--- src/rtl/acc_pkg.sv ---
// Shared types and helpers for the accelerator C-bus interconnect stage:
// request target encoding, address field split and response source count.
package acc_pkg;

  typedef enum logic [1:0] {
    TGT_LOC = 2'd0,
    TGT_NXT = 2'd1,
    TGT_ERR = 2'd2
  } tgt_e;

  // Response sources: the error entry, every local accelerator, the next level.
  function automatic int unsigned num_src(input int unsigned num_rsp);
    return num_rsp + 32'd2;
  endfunction

  function automatic int unsigned addr_hier(input int unsigned addr, input int unsigned acc_w);
    return addr >> acc_w;
  endfunction

  function automatic int unsigned addr_idx(input int unsigned addr, input int unsigned acc_w);
    return addr & ((32'd1 << acc_w) - 32'd1);
  endfunction

  function automatic tgt_e decode_tgt(input int unsigned hier, input int unsigned idx,
                                      input int unsigned level, input int unsigned num_hier,
                                      input int unsigned num_rsp);
    if (hier == level) return (idx < num_rsp) ? TGT_LOC : TGT_ERR;
    if (level + 32'd1 < num_hier) return TGT_NXT;
    return TGT_ERR;
  endfunction

endpackage

--- src/rtl/acc_interconnect_stage_if.sv ---
// Bundle of all request/response channels seen by one interconnect stage.
// Every channel is valid/ready: a transfer happens on a cycle where both are
// high; once valid rises it stays high with a stable payload until ready.
interface acc_interconnect_stage_if #(
  parameter int unsigned NumRsp    = 4,
  parameter int unsigned AddrWidth = 4,
  parameter int unsigned DataWidth = 32,
  parameter int unsigned IdWidth   = 1
);
  logic                        slv_q_valid_i;
  logic                        slv_q_ready_o;
  logic [AddrWidth-1:0]        slv_q_addr_i;
  logic [IdWidth-1:0]          slv_q_id_i;
  logic [31:0]                 slv_q_instr_i;
  logic [3*DataWidth-1:0]      slv_q_rs_i;

  logic [NumRsp-1:0]           loc_q_valid_o;
  logic [NumRsp-1:0]           loc_q_ready_i;
  logic                        nxt_q_valid_o;
  logic                        nxt_q_ready_i;
  logic [AddrWidth-1:0]        q_addr_o;
  logic [IdWidth-1:0]          q_id_o;
  logic [31:0]                 q_instr_o;
  logic [3*DataWidth-1:0]      q_rs_o;

  logic [NumRsp-1:0]           loc_p_valid_i;
  logic [NumRsp-1:0]           loc_p_ready_o;
  logic [NumRsp*DataWidth-1:0] loc_p_data_i;
  logic [NumRsp*IdWidth-1:0]   loc_p_id_i;
  logic [NumRsp-1:0]           loc_p_error_i;

  logic                        nxt_p_valid_i;
  logic                        nxt_p_ready_o;
  logic [DataWidth-1:0]        nxt_p_data_i;
  logic [IdWidth-1:0]          nxt_p_id_i;
  logic                        nxt_p_error_i;

  logic                        slv_p_valid_o;
  logic                        slv_p_ready_i;
  logic [DataWidth-1:0]        slv_p_data_o;
  logic [IdWidth-1:0]          slv_p_id_o;
  logic                        slv_p_error_o;

  modport slave (
    input  slv_q_valid_i, slv_q_addr_i, slv_q_id_i, slv_q_instr_i, slv_q_rs_i,
    input  loc_q_ready_i, nxt_q_ready_i,
    input  loc_p_valid_i, loc_p_data_i, loc_p_id_i, loc_p_error_i,
    input  nxt_p_valid_i, nxt_p_data_i, nxt_p_id_i, nxt_p_error_i, slv_p_ready_i,
    output slv_q_ready_o, loc_q_valid_o, nxt_q_valid_o, q_addr_o, q_id_o, q_instr_o, q_rs_o,
    output loc_p_ready_o, nxt_p_ready_o,
    output slv_p_valid_o, slv_p_data_o, slv_p_id_o, slv_p_error_o
  );

  modport master (
    output slv_q_valid_i, slv_q_addr_i, slv_q_id_i, slv_q_instr_i, slv_q_rs_i,
    output loc_q_ready_i, nxt_q_ready_i,
    output loc_p_valid_i, loc_p_data_i, loc_p_id_i, loc_p_error_i,
    output nxt_p_valid_i, nxt_p_data_i, nxt_p_id_i, nxt_p_error_i, slv_p_ready_i,
    input  slv_q_ready_o, loc_q_valid_o, nxt_q_valid_o, q_addr_o, q_id_o, q_instr_o, q_rs_o,
    input  loc_p_ready_o, nxt_p_ready_o,
    input  slv_p_valid_o, slv_p_data_o, slv_p_id_o, slv_p_error_o
  );
endinterface

--- src/rtl/acc_rsp_arbiter.sv ---
// N-input valid/ready arbiter feeding a one-entry output register.
// Fixed priority (input 0 highest) unless ACC_IC_STAGE_RR_ARB_EN selects round-robin.
module acc_rsp_arbiter #(
  parameter int unsigned NumIn = 6,
  parameter int unsigned Width = 34
) (
  input  logic                   clk_i,
  input  logic                   rst_i,
  input  logic [NumIn-1:0]       in_valid_i,
  output logic [NumIn-1:0]       in_ready_o,
  input  logic [NumIn*Width-1:0] in_data_i,
  output logic                   out_valid_o,
  input  logic                   out_ready_i,
  output logic [Width-1:0]       out_data_o
);
  localparam int unsigned PtrWidth = (NumIn > 1) ? $clog2(NumIn) : 1;

  logic                out_valid_q, out_valid_d;
  logic [Width-1:0]    out_data_q, out_data_d;
  logic [PtrWidth-1:0] ptr_q, ptr_d;
  logic                slot_free;
  logic                gnt_found;
  logic [PtrWidth-1:0] gnt_idx;
  int unsigned         src;

  assign slot_free = ~out_valid_q | out_ready_i;

  // Search starts at the pointer; with the pointer pinned at 0 this is fixed priority.
  always_comb begin
    gnt_found = 1'b0;
    gnt_idx   = '0;
    src       = 0;
    for (int k = 0; k < NumIn; k++) begin
      src = 32'(ptr_q) + k;
      if (src >= NumIn) src = src - NumIn;
      if (!gnt_found && in_valid_i[src]) begin
        gnt_found = 1'b1;
        gnt_idx   = PtrWidth'(src);
      end
    end
  end

  always_comb begin
    in_ready_o  = '0;
    out_valid_d = out_valid_q;
    out_data_d  = out_data_q;
    ptr_d       = ptr_q;
    if (slot_free) begin
      out_valid_d = gnt_found;
      if (gnt_found) begin
        in_ready_o[gnt_idx] = 1'b1;
        out_data_d          = in_data_i[32'(gnt_idx)*Width +: Width];
`ifdef ACC_IC_STAGE_RR_ARB_EN
        ptr_d = (gnt_idx == PtrWidth'(NumIn-1)) ? '0 : gnt_idx + 1'b1;
`endif
      end
    end
`ifndef ACC_IC_STAGE_RR_ARB_EN
    ptr_d = '0;
`endif
  end

  always_ff @(posedge clk_i) begin
    if (rst_i) begin
      out_valid_q <= 1'b0;
      out_data_q  <= '0;
      ptr_q       <= '0;
    end else begin
      out_valid_q <= out_valid_d;
      out_data_q  <= out_data_d;
      ptr_q       <= ptr_d;
    end
  end

  assign out_valid_o = out_valid_q;
  assign out_data_o  = out_data_q;
endmodule

--- src/rtl/acc_interconnect_stage.sv ---
// One level of the accelerator C-bus interconnect: routes requests by address to a
// local accelerator or the next level, and arbitrates responses back upstream.
// Optional ACC_IC_STAGE_RR_ARB_EN switches response arbitration to round-robin.
module acc_interconnect_stage
  import acc_pkg::*;
#(
  parameter int unsigned HierLevel     = 0,
  parameter int unsigned NumHier       = 3,
  parameter int unsigned NumRsp        = 4,
  parameter int unsigned HierAddrWidth = 2,
  parameter int unsigned AccAddrWidth  = 2,
  parameter int unsigned DataWidth     = 32,
  parameter int unsigned IdWidth       = 1
) (
  input logic               clk_i,
  input logic               rst_i,
  acc_interconnect_stage_if.slave bus
);
  localparam int unsigned AddrWidth = HierAddrWidth + AccAddrWidth;
  localparam int unsigned NumSrc    = num_src(NumRsp);

  typedef struct packed {
    logic [AddrWidth-1:0]   addr;
    logic [IdWidth-1:0]     id;
    logic [31:0]            instr;
    logic [3*DataWidth-1:0] rs;
  } req_t;

  typedef struct packed {
    logic                 error;
    logic [IdWidth-1:0]   id;
    logic [DataWidth-1:0] data;
  } rsp_t;

  tgt_e                    in_tgt;
  logic [AccAddrWidth-1:0] in_idx;
  logic                    in_acc;
  logic                    held_ready;
  logic                    err_gnt;

  logic                    q_full_q, q_full_d;
  tgt_e                    q_tgt_q, q_tgt_d;
  logic [AccAddrWidth-1:0] q_idx_q, q_idx_d;
  req_t                    q_req_q, q_req_d;
  logic                    err_full_q, err_full_d;
  logic [IdWidth-1:0]      err_id_q, err_id_d;

  logic [NumRsp-1:0]       loc_q_valid;
  logic [NumSrc-1:0]       src_valid, src_ready;
  rsp_t [NumSrc-1:0]       src_rsp;
  rsp_t                    out_rsp;

  always_comb begin
    in_idx = bus.slv_q_addr_i[AccAddrWidth-1:0];
    in_tgt = decode_tgt(addr_hier(32'(bus.slv_q_addr_i), AccAddrWidth),
                        addr_idx(32'(bus.slv_q_addr_i), AccAddrWidth),
                        HierLevel, NumHier, NumRsp);
  end

  always_comb begin
    held_ready = 1'b0;
    if (q_full_q) begin
      if (q_tgt_q == TGT_LOC)      held_ready = bus.loc_q_ready_i[q_idx_q];
      else if (q_tgt_q == TGT_NXT) held_ready = bus.nxt_q_ready_i;
    end
  end

  // An error request never occupies the request register, only the error entry.
  assign err_gnt           = src_ready[0];
  assign bus.slv_q_ready_o = (~q_full_q | held_ready) &
                             ~((in_tgt == TGT_ERR) & err_full_q & ~err_gnt);
  assign in_acc            = bus.slv_q_valid_i & bus.slv_q_ready_o;

  always_comb begin
    q_full_d   = q_full_q & ~held_ready;
    q_tgt_d    = q_tgt_q;
    q_idx_d    = q_idx_q;
    q_req_d    = q_req_q;
    err_full_d = err_full_q & ~err_gnt;
    err_id_d   = err_id_q;
    if (in_acc) begin
      if (in_tgt == TGT_ERR) begin
        err_full_d = 1'b1;
        err_id_d   = bus.slv_q_id_i;
      end else begin
        q_full_d = 1'b1;
        q_tgt_d  = in_tgt;
        q_idx_d  = in_idx;
        q_req_d  = '{addr: bus.slv_q_addr_i, id: bus.slv_q_id_i,
                     instr: bus.slv_q_instr_i, rs: bus.slv_q_rs_i};
      end
    end
  end

  always_ff @(posedge clk_i) begin
    if (rst_i) begin
      q_full_q   <= 1'b0;
      q_tgt_q    <= TGT_LOC;
      q_idx_q    <= '0;
      q_req_q    <= '0;
      err_full_q <= 1'b0;
      err_id_q   <= '0;
    end else begin
      q_full_q   <= q_full_d;
      q_tgt_q    <= q_tgt_d;
      q_idx_q    <= q_idx_d;
      q_req_q    <= q_req_d;
      err_full_q <= err_full_d;
      err_id_q   <= err_id_d;
    end
  end

  always_comb begin
    loc_q_valid = '0;
    if (q_full_q && q_tgt_q == TGT_LOC) loc_q_valid[q_idx_q] = 1'b1;
  end

  assign bus.loc_q_valid_o = loc_q_valid;
  assign bus.nxt_q_valid_o = q_full_q & (q_tgt_q == TGT_NXT);
  assign bus.q_addr_o      = q_req_q.addr;
  assign bus.q_id_o        = q_req_q.id;
  assign bus.q_instr_o     = q_req_q.instr;
  assign bus.q_rs_o        = q_req_q.rs;

  // Source order sets priority: error entry, locals in index order, next level.
  always_comb begin
    src_valid[0] = err_full_q;
    src_rsp[0]   = '{error: 1'b1, id: err_id_q, data: '0};
    for (int i = 0; i < NumRsp; i++) begin
      src_valid[i+1] = bus.loc_p_valid_i[i];
      src_rsp[i+1]   = '{error: bus.loc_p_error_i[i],
                         id:    bus.loc_p_id_i[i*IdWidth +: IdWidth],
                         data:  bus.loc_p_data_i[i*DataWidth +: DataWidth]};
    end
    src_valid[NumSrc-1] = bus.nxt_p_valid_i;
    src_rsp[NumSrc-1]   = '{error: bus.nxt_p_error_i, id: bus.nxt_p_id_i, data: bus.nxt_p_data_i};
  end

  acc_rsp_arbiter #(
    .NumIn (NumSrc),
    .Width ($bits(rsp_t))
  ) u_rsp_arb (
    .clk_i       (clk_i),
    .rst_i       (rst_i),
    .in_valid_i  (src_valid),
    .in_ready_o  (src_ready),
    .in_data_i   (src_rsp),
    .out_valid_o (bus.slv_p_valid_o),
    .out_ready_i (bus.slv_p_ready_i),
    .out_data_o  (out_rsp)
  );

  assign bus.loc_p_ready_o = src_ready[NumRsp:1];
  assign bus.nxt_p_ready_o = src_ready[NumSrc-1];
  assign bus.slv_p_data_o  = out_rsp.data;
  assign bus.slv_p_id_o    = out_rsp.id;
  assign bus.slv_p_error_o = out_rsp.error;
endmodule

--- src/flat_wrapper.sv ---
// flat-port wrapper written by rule: the top's interface ports become plain ports
module acc_interconnect_stage_flat import acc_pkg::*;
#(
  parameter int unsigned HierLevel     = 0,
  parameter int unsigned NumHier       = 3,
  parameter int unsigned NumRsp        = 4,
  parameter int unsigned HierAddrWidth = 2,
  parameter int unsigned AccAddrWidth  = 2,
  parameter int unsigned DataWidth     = 32,
  parameter int unsigned IdWidth       = 1
)
  (clk_i, rst_i, bus_slv_q_valid_i, bus_slv_q_addr_i, bus_slv_q_id_i, bus_slv_q_instr_i, bus_slv_q_rs_i, bus_loc_q_ready_i, bus_nxt_q_ready_i, bus_loc_p_valid_i, bus_loc_p_data_i, bus_loc_p_id_i, bus_loc_p_error_i, bus_nxt_p_valid_i, bus_nxt_p_data_i, bus_nxt_p_id_i, bus_nxt_p_error_i, bus_slv_p_ready_i, bus_slv_q_ready_o, bus_loc_q_valid_o, bus_nxt_q_valid_o, bus_q_addr_o, bus_q_id_o, bus_q_instr_o, bus_q_rs_o, bus_loc_p_ready_o, bus_nxt_p_ready_o, bus_slv_p_valid_o, bus_slv_p_data_o, bus_slv_p_id_o, bus_slv_p_error_o);
  acc_interconnect_stage_if #(.NumRsp(NumRsp), .AddrWidth(((2) + (2))), .DataWidth(DataWidth), .IdWidth(IdWidth)) bus_i ();
  input logic clk_i;
  input logic rst_i;
  input wire logic [$bits(bus_i.slv_q_valid_i)-1:0] bus_slv_q_valid_i;
  input wire logic [$bits(bus_i.slv_q_addr_i)-1:0] bus_slv_q_addr_i;
  input wire logic [$bits(bus_i.slv_q_id_i)-1:0] bus_slv_q_id_i;
  input wire logic [$bits(bus_i.slv_q_instr_i)-1:0] bus_slv_q_instr_i;
  input wire logic [$bits(bus_i.slv_q_rs_i)-1:0] bus_slv_q_rs_i;
  input wire logic [$bits(bus_i.loc_q_ready_i)-1:0] bus_loc_q_ready_i;
  input wire logic [$bits(bus_i.nxt_q_ready_i)-1:0] bus_nxt_q_ready_i;
  input wire logic [$bits(bus_i.loc_p_valid_i)-1:0] bus_loc_p_valid_i;
  input wire logic [$bits(bus_i.loc_p_data_i)-1:0] bus_loc_p_data_i;
  input wire logic [$bits(bus_i.loc_p_id_i)-1:0] bus_loc_p_id_i;
  input wire logic [$bits(bus_i.loc_p_error_i)-1:0] bus_loc_p_error_i;
  input wire logic [$bits(bus_i.nxt_p_valid_i)-1:0] bus_nxt_p_valid_i;
  input wire logic [$bits(bus_i.nxt_p_data_i)-1:0] bus_nxt_p_data_i;
  input wire logic [$bits(bus_i.nxt_p_id_i)-1:0] bus_nxt_p_id_i;
  input wire logic [$bits(bus_i.nxt_p_error_i)-1:0] bus_nxt_p_error_i;
  input wire logic [$bits(bus_i.slv_p_ready_i)-1:0] bus_slv_p_ready_i;
  output wire logic [$bits(bus_i.slv_q_ready_o)-1:0] bus_slv_q_ready_o;
  output wire logic [$bits(bus_i.loc_q_valid_o)-1:0] bus_loc_q_valid_o;
  output wire logic [$bits(bus_i.nxt_q_valid_o)-1:0] bus_nxt_q_valid_o;
  output wire logic [$bits(bus_i.q_addr_o)-1:0] bus_q_addr_o;
  output wire logic [$bits(bus_i.q_id_o)-1:0] bus_q_id_o;
  output wire logic [$bits(bus_i.q_instr_o)-1:0] bus_q_instr_o;
  output wire logic [$bits(bus_i.q_rs_o)-1:0] bus_q_rs_o;
  output wire logic [$bits(bus_i.loc_p_ready_o)-1:0] bus_loc_p_ready_o;
  output wire logic [$bits(bus_i.nxt_p_ready_o)-1:0] bus_nxt_p_ready_o;
  output wire logic [$bits(bus_i.slv_p_valid_o)-1:0] bus_slv_p_valid_o;
  output wire logic [$bits(bus_i.slv_p_data_o)-1:0] bus_slv_p_data_o;
  output wire logic [$bits(bus_i.slv_p_id_o)-1:0] bus_slv_p_id_o;
  output wire logic [$bits(bus_i.slv_p_error_o)-1:0] bus_slv_p_error_o;
  assign bus_i.slv_q_valid_i = bus_slv_q_valid_i;
  assign bus_i.slv_q_addr_i = bus_slv_q_addr_i;
  assign bus_i.slv_q_id_i = bus_slv_q_id_i;
  assign bus_i.slv_q_instr_i = bus_slv_q_instr_i;
  assign bus_i.slv_q_rs_i = bus_slv_q_rs_i;
  assign bus_i.loc_q_ready_i = bus_loc_q_ready_i;
  assign bus_i.nxt_q_ready_i = bus_nxt_q_ready_i;
  assign bus_i.loc_p_valid_i = bus_loc_p_valid_i;
  assign bus_i.loc_p_data_i = bus_loc_p_data_i;
  assign bus_i.loc_p_id_i = bus_loc_p_id_i;
  assign bus_i.loc_p_error_i = bus_loc_p_error_i;
  assign bus_i.nxt_p_valid_i = bus_nxt_p_valid_i;
  assign bus_i.nxt_p_data_i = bus_nxt_p_data_i;
  assign bus_i.nxt_p_id_i = bus_nxt_p_id_i;
  assign bus_i.nxt_p_error_i = bus_nxt_p_error_i;
  assign bus_i.slv_p_ready_i = bus_slv_p_ready_i;
  assign bus_slv_q_ready_o = bus_i.slv_q_ready_o;
  assign bus_loc_q_valid_o = bus_i.loc_q_valid_o;
  assign bus_nxt_q_valid_o = bus_i.nxt_q_valid_o;
  assign bus_q_addr_o = bus_i.q_addr_o;
  assign bus_q_id_o = bus_i.q_id_o;
  assign bus_q_instr_o = bus_i.q_instr_o;
  assign bus_q_rs_o = bus_i.q_rs_o;
  assign bus_loc_p_ready_o = bus_i.loc_p_ready_o;
  assign bus_nxt_p_ready_o = bus_i.nxt_p_ready_o;
  assign bus_slv_p_valid_o = bus_i.slv_p_valid_o;
  assign bus_slv_p_data_o = bus_i.slv_p_data_o;
  assign bus_slv_p_id_o = bus_i.slv_p_id_o;
  assign bus_slv_p_error_o = bus_i.slv_p_error_o;
  acc_interconnect_stage #(.HierLevel(HierLevel), .NumHier(NumHier), .NumRsp(NumRsp), .HierAddrWidth(HierAddrWidth), .AccAddrWidth(AccAddrWidth), .DataWidth(DataWidth), .IdWidth(IdWidth)) u_core (.clk_i(clk_i), .rst_i(rst_i), .bus(bus_i));
endmodule
--- config.mk ---
export PLATFORM = sky130hd
export DESIGN_NAME = acc_interconnect_stage_flat
export DESIGN_NICKNAME = d
export VERILOG_FILES = /design/src/rtl/acc_pkg.sv /design/src/rtl/acc_interconnect_stage_if.sv /design/src/rtl/acc_rsp_arbiter.sv /design/src/rtl/acc_interconnect_stage.sv /design/src/flat_wrapper.sv
export SDC_FILE = /design/constraint.sdc
export NUM_CORES = 1
export LEC_CHECK = 0
export ABC_CLOCK_PERIOD_IN_PS = 5250
export CORE_AREA = 2 2 195 197
export CTS_BUF_LIST = sky130_fd_sc_hd__clkbuf_8
export CTS_CLUSTER_SIZE = 40
export DETAILED_ROUTE_END_ITERATION = 16
export DIE_AREA = 0 0 197 199
export GPL_ROUTABILITY_DRIVEN = 0
export PLACE_DENSITY = 0.49
export SLEW_MARGIN = 0
export SYNTH_ARGS = -nofsm -noshare
export SYNTH_HDL_FRONTEND = slang
export SYNTH_SLANG_ARGS = --single-unit
--- constraint.sdc ---
create_clock -name clk_i -period 5.25 [get_ports clk_i]
set_input_delay 0.525 -clock clk_i [delete_from_list [all_inputs] [get_ports clk_i]]
set_output_delay 0.525 -clock clk_i [all_outputs]
set_load 0.01 [all_outputs]
==> results.cfg <==
[outcome]
outcome = complete, no violations

[power_and_ir_drop]
seqPwrFrac = 0.449
ir_drop_mv = 0.136
power_uw = 3190
power_density_mw_per_mm2 = 251
p_leak_uw = 0.00462
p_sw_uw = 897
swShare = 0.281
pwr-share-comb = 0.248
power.clock.fraction = 0.303
intPower_uw = 2300

[routing]
num_vias = 7853
wl_um = 32900
post-route-drc-count = 0
routedWlPerCell_um = 18.3
avgViaCountPerCell = 4.37
first_pass_iters = 5
postRouteAntennaNets = 0
drt-initial-drc-count = 375

[grt]
grt_pass1_vias = 7829
grt-ovfl-total = 0
antenna_found_initial = 3
grt_max_degree = 123
grt_usage = 0.161
grt_first_pass_wirelength_um = 47100

[sta]
maxSlewHeadroom = 0.170
fin_crit_ns = 3.13
grt_setup_unrepaired = false
drv_slew = 0
setup_viol = 0
setup_tns_ns = 0
fin_worst_skew_ns = 0.0152
fmax_ghz = 0.319
tightest_slew_ns = 1.24
period_share = 0.597
hold_viol = 0

[setup_path]
worstPathArrival_ns = 2.61
crit_required_ns = 4.72
worst_setup_path_start_kind = input port
crit_path_end_kind = output pin
critPathMaxFanout = 6
path_class = input port to output pin

[cells_and_area]
drive_above_1_share = 0.0454
design_area_mm2 = 0.0127
final_nets = 1627
syn2layout_area_growth_pct = 80.0
stdcell_count = 1799

[clock_network]
cts_setup_buffers = 0
post_cts_resized = 0
cts_buffers = 17
path_clk_slew_ns = 0.08
numClockSinks = 171
htreeDepth = 4
clk_latency_ns = 0.49
tritoncts = yes
cts-root-buf = clkbuf_8
clock_path_buffers = 2
ctsHoldBuffers = 0

[floorplan]
die_area_mm2 = 0.0392
io_pins = 496
num_rows = 71
coreArea_mm2 = 0.0371
start_util = 0.191
die_y_um = 199
die_w_um = 197

[synthesis]
synth_warnings = 0
synth_area_mm2 = 0.00708
synth_ff_type = dfxtp_1
syn-num-nets = 1175
syn_avg_cell_area_um2 = 8.26
yosysUniqueCellTypes = 33
synth.top_cell.area_share = 0.483
ys_ff_latch = 171
synthArstFlopShare = 0
yosys-top-cells-area = dfxtp_1 48%, nand2_1 16%, a21oi_1 9.6%
yosys.area.top_type = dfxtp_1
synth_edf_count = 0
yosysSeqAreaShare = 0.483
synth_cells = 858

[run]
drv_cap = 0

[worst_hold_path]
hold_path_class = flop to flop

[placed_design]
placed_cell_area_mm2 = 0.0123
portBuffers = 495
hpwl_um = 25000
post-place-cells = 1765
[cell usage in the layout (no fill, tap or decap), drive strengths merged, types with 2 or more instances in the layout]
| master | netlist | layout |
|---|---|---|
| a222oi | 33 | 33 |
| nor2 | 44 | 44 |
| clkbuf | 33 | 23 |
| and2 | 3 | 3 |
| nor2b | 4 | 4 |
| buf | 39 | 11 |
| clkdlybuf4s50 | 0 | 494 |
| mux2 | 34 | 34 |
| nand2 | 305 | 305 |
| nor3 | 6 | 6 |
| diode | 0 | 2 |
| clkinv | 0 | 4 |
| a21oi | 136 | 136 |
| clkinvlp | 0 | 2 |
| a311oi | 33 | 33 |
| dfxtp | 171 | 171 |
| inv | 3 | 5 |
[power groups by stage]
stage          clock [µW]  sequential (µW)  combinational, µW
3_3_place_gp            0             1460                802
3_5_place_dp            0             1470                805
4_1_cts              1020             1440                809
2_1_floorplan           0             1500                259
5_1_grt              1070             1450                856
6_report              967             1430                793
[logic make-up (layout without fill, tap and decap cells)]
logic type / count (synthesis) / after routing / share of synthesized area
other: 0 / 2 / 0
muxes: 35 / 35 / 0.0572
AOI/OAI and AO/OA: 207 / 207 / 0.193
DFF: 171 / 171 / 0.483
buffers and inverters: 75 / 540 / 0.0597
and+or+nand+nor: 370 / 370 / 0.207
[area by class of cell]
type                            count  area (µm²)
Inverter                            3        11.3
Antenna cell                        2        5.00
Timing Repair Buffer              505        5040
Fill cell                        3927       24400
Clock inverter                      9        85.1
Tap cell                          474         593
Multi-Input combinational cell    612        3270
Sequential cell                   171        3420
Clock buffer                       23         317
[worst max-delay path: stages]
cell	delay (ns)
clkdlybuf4s50_1	0.56
or4_4	0.58
nor2_1	0.20
and2_1	0.16
clkdlybuf4s50_1	0.59
[routing by layer]
layer | up-vias | wire [µm] | track usage | part of all wire
li1 | 3859 | - | - | -
met1 | 3590 | 12400 | 0.171 | 0.38
met2 | 367 | 16800 | 0.295 | 0.51
met3 | 37 | 2720 | 0.0487 | 0.083
met4 | 0 | 864 | 0.0657 | 0.026
met5 | - | 0 | 0 | 0
[Yosys cell counts (3+ instances only)]
cell / count
nand2_1: 304
dfxtp_1: 171
a21oi_1: 136
nor2_1: 43
a222oi_1: 33
a311oi_1: 33
clkbuf_1: 33
mux2_1: 29
buf_2: 20
buf_6: 12
buf_4: 7
mux2_2: 5
nor3_1: 5
nor2b_1: 4
and2_1: 3
inv_1: 3
[state kept, by name (all words and copies together), names as in the netlist]
name	flops
u_core.bus.q_rs_o	96
u_core.u_rsp_arb.out_data_o	34
u_core.bus.q_instr_o	32
u_core.bus.q_addr_o	3
u_core.bus.q_id_o	1
u_core.err_full_q	1
u_core.q_full_q	1
u_core.q_idx_q	1
u_core.q_tgt_q	1
u_core.u_rsp_arb.out_valid_o	1
[stage by stage]
stage | utilization | worst slack (ns) | hold WS, ns
6_report | 0.343 | 2.12 | 0.456
5_1_grt | 0.343 | 1.98 | 0.471
4_1_cts | 0.343 | 2.06 | 0.459
3_5_place_dp | 0.332 | 1.84 | 0.446
3_3_place_gp | 0.332 | 1.89 | 0.441
2_1_floorplan | - | 3.17 | 0.481
[worst paths after layout]
path                         start  slack [ns]  cells past startpoint                  endpoint
max           bus_loc_p_valid_i[0]        2.12                      5      bus_loc_p_ready_o[3]
min          u_core.bus.q_rs_o[45]        0.46                      2     u_core.bus.q_rs_o[45]
max reg2reg      u_core.q_idx_q[0]        2.46                      6  u_core.bus.q_instr_o[27]
min reg2reg  u_core.bus.q_rs_o[45]        0.46                      2     u_core.bus.q_rs_o[45]
No activity file was read; power rests on OpenSTA's default activity.
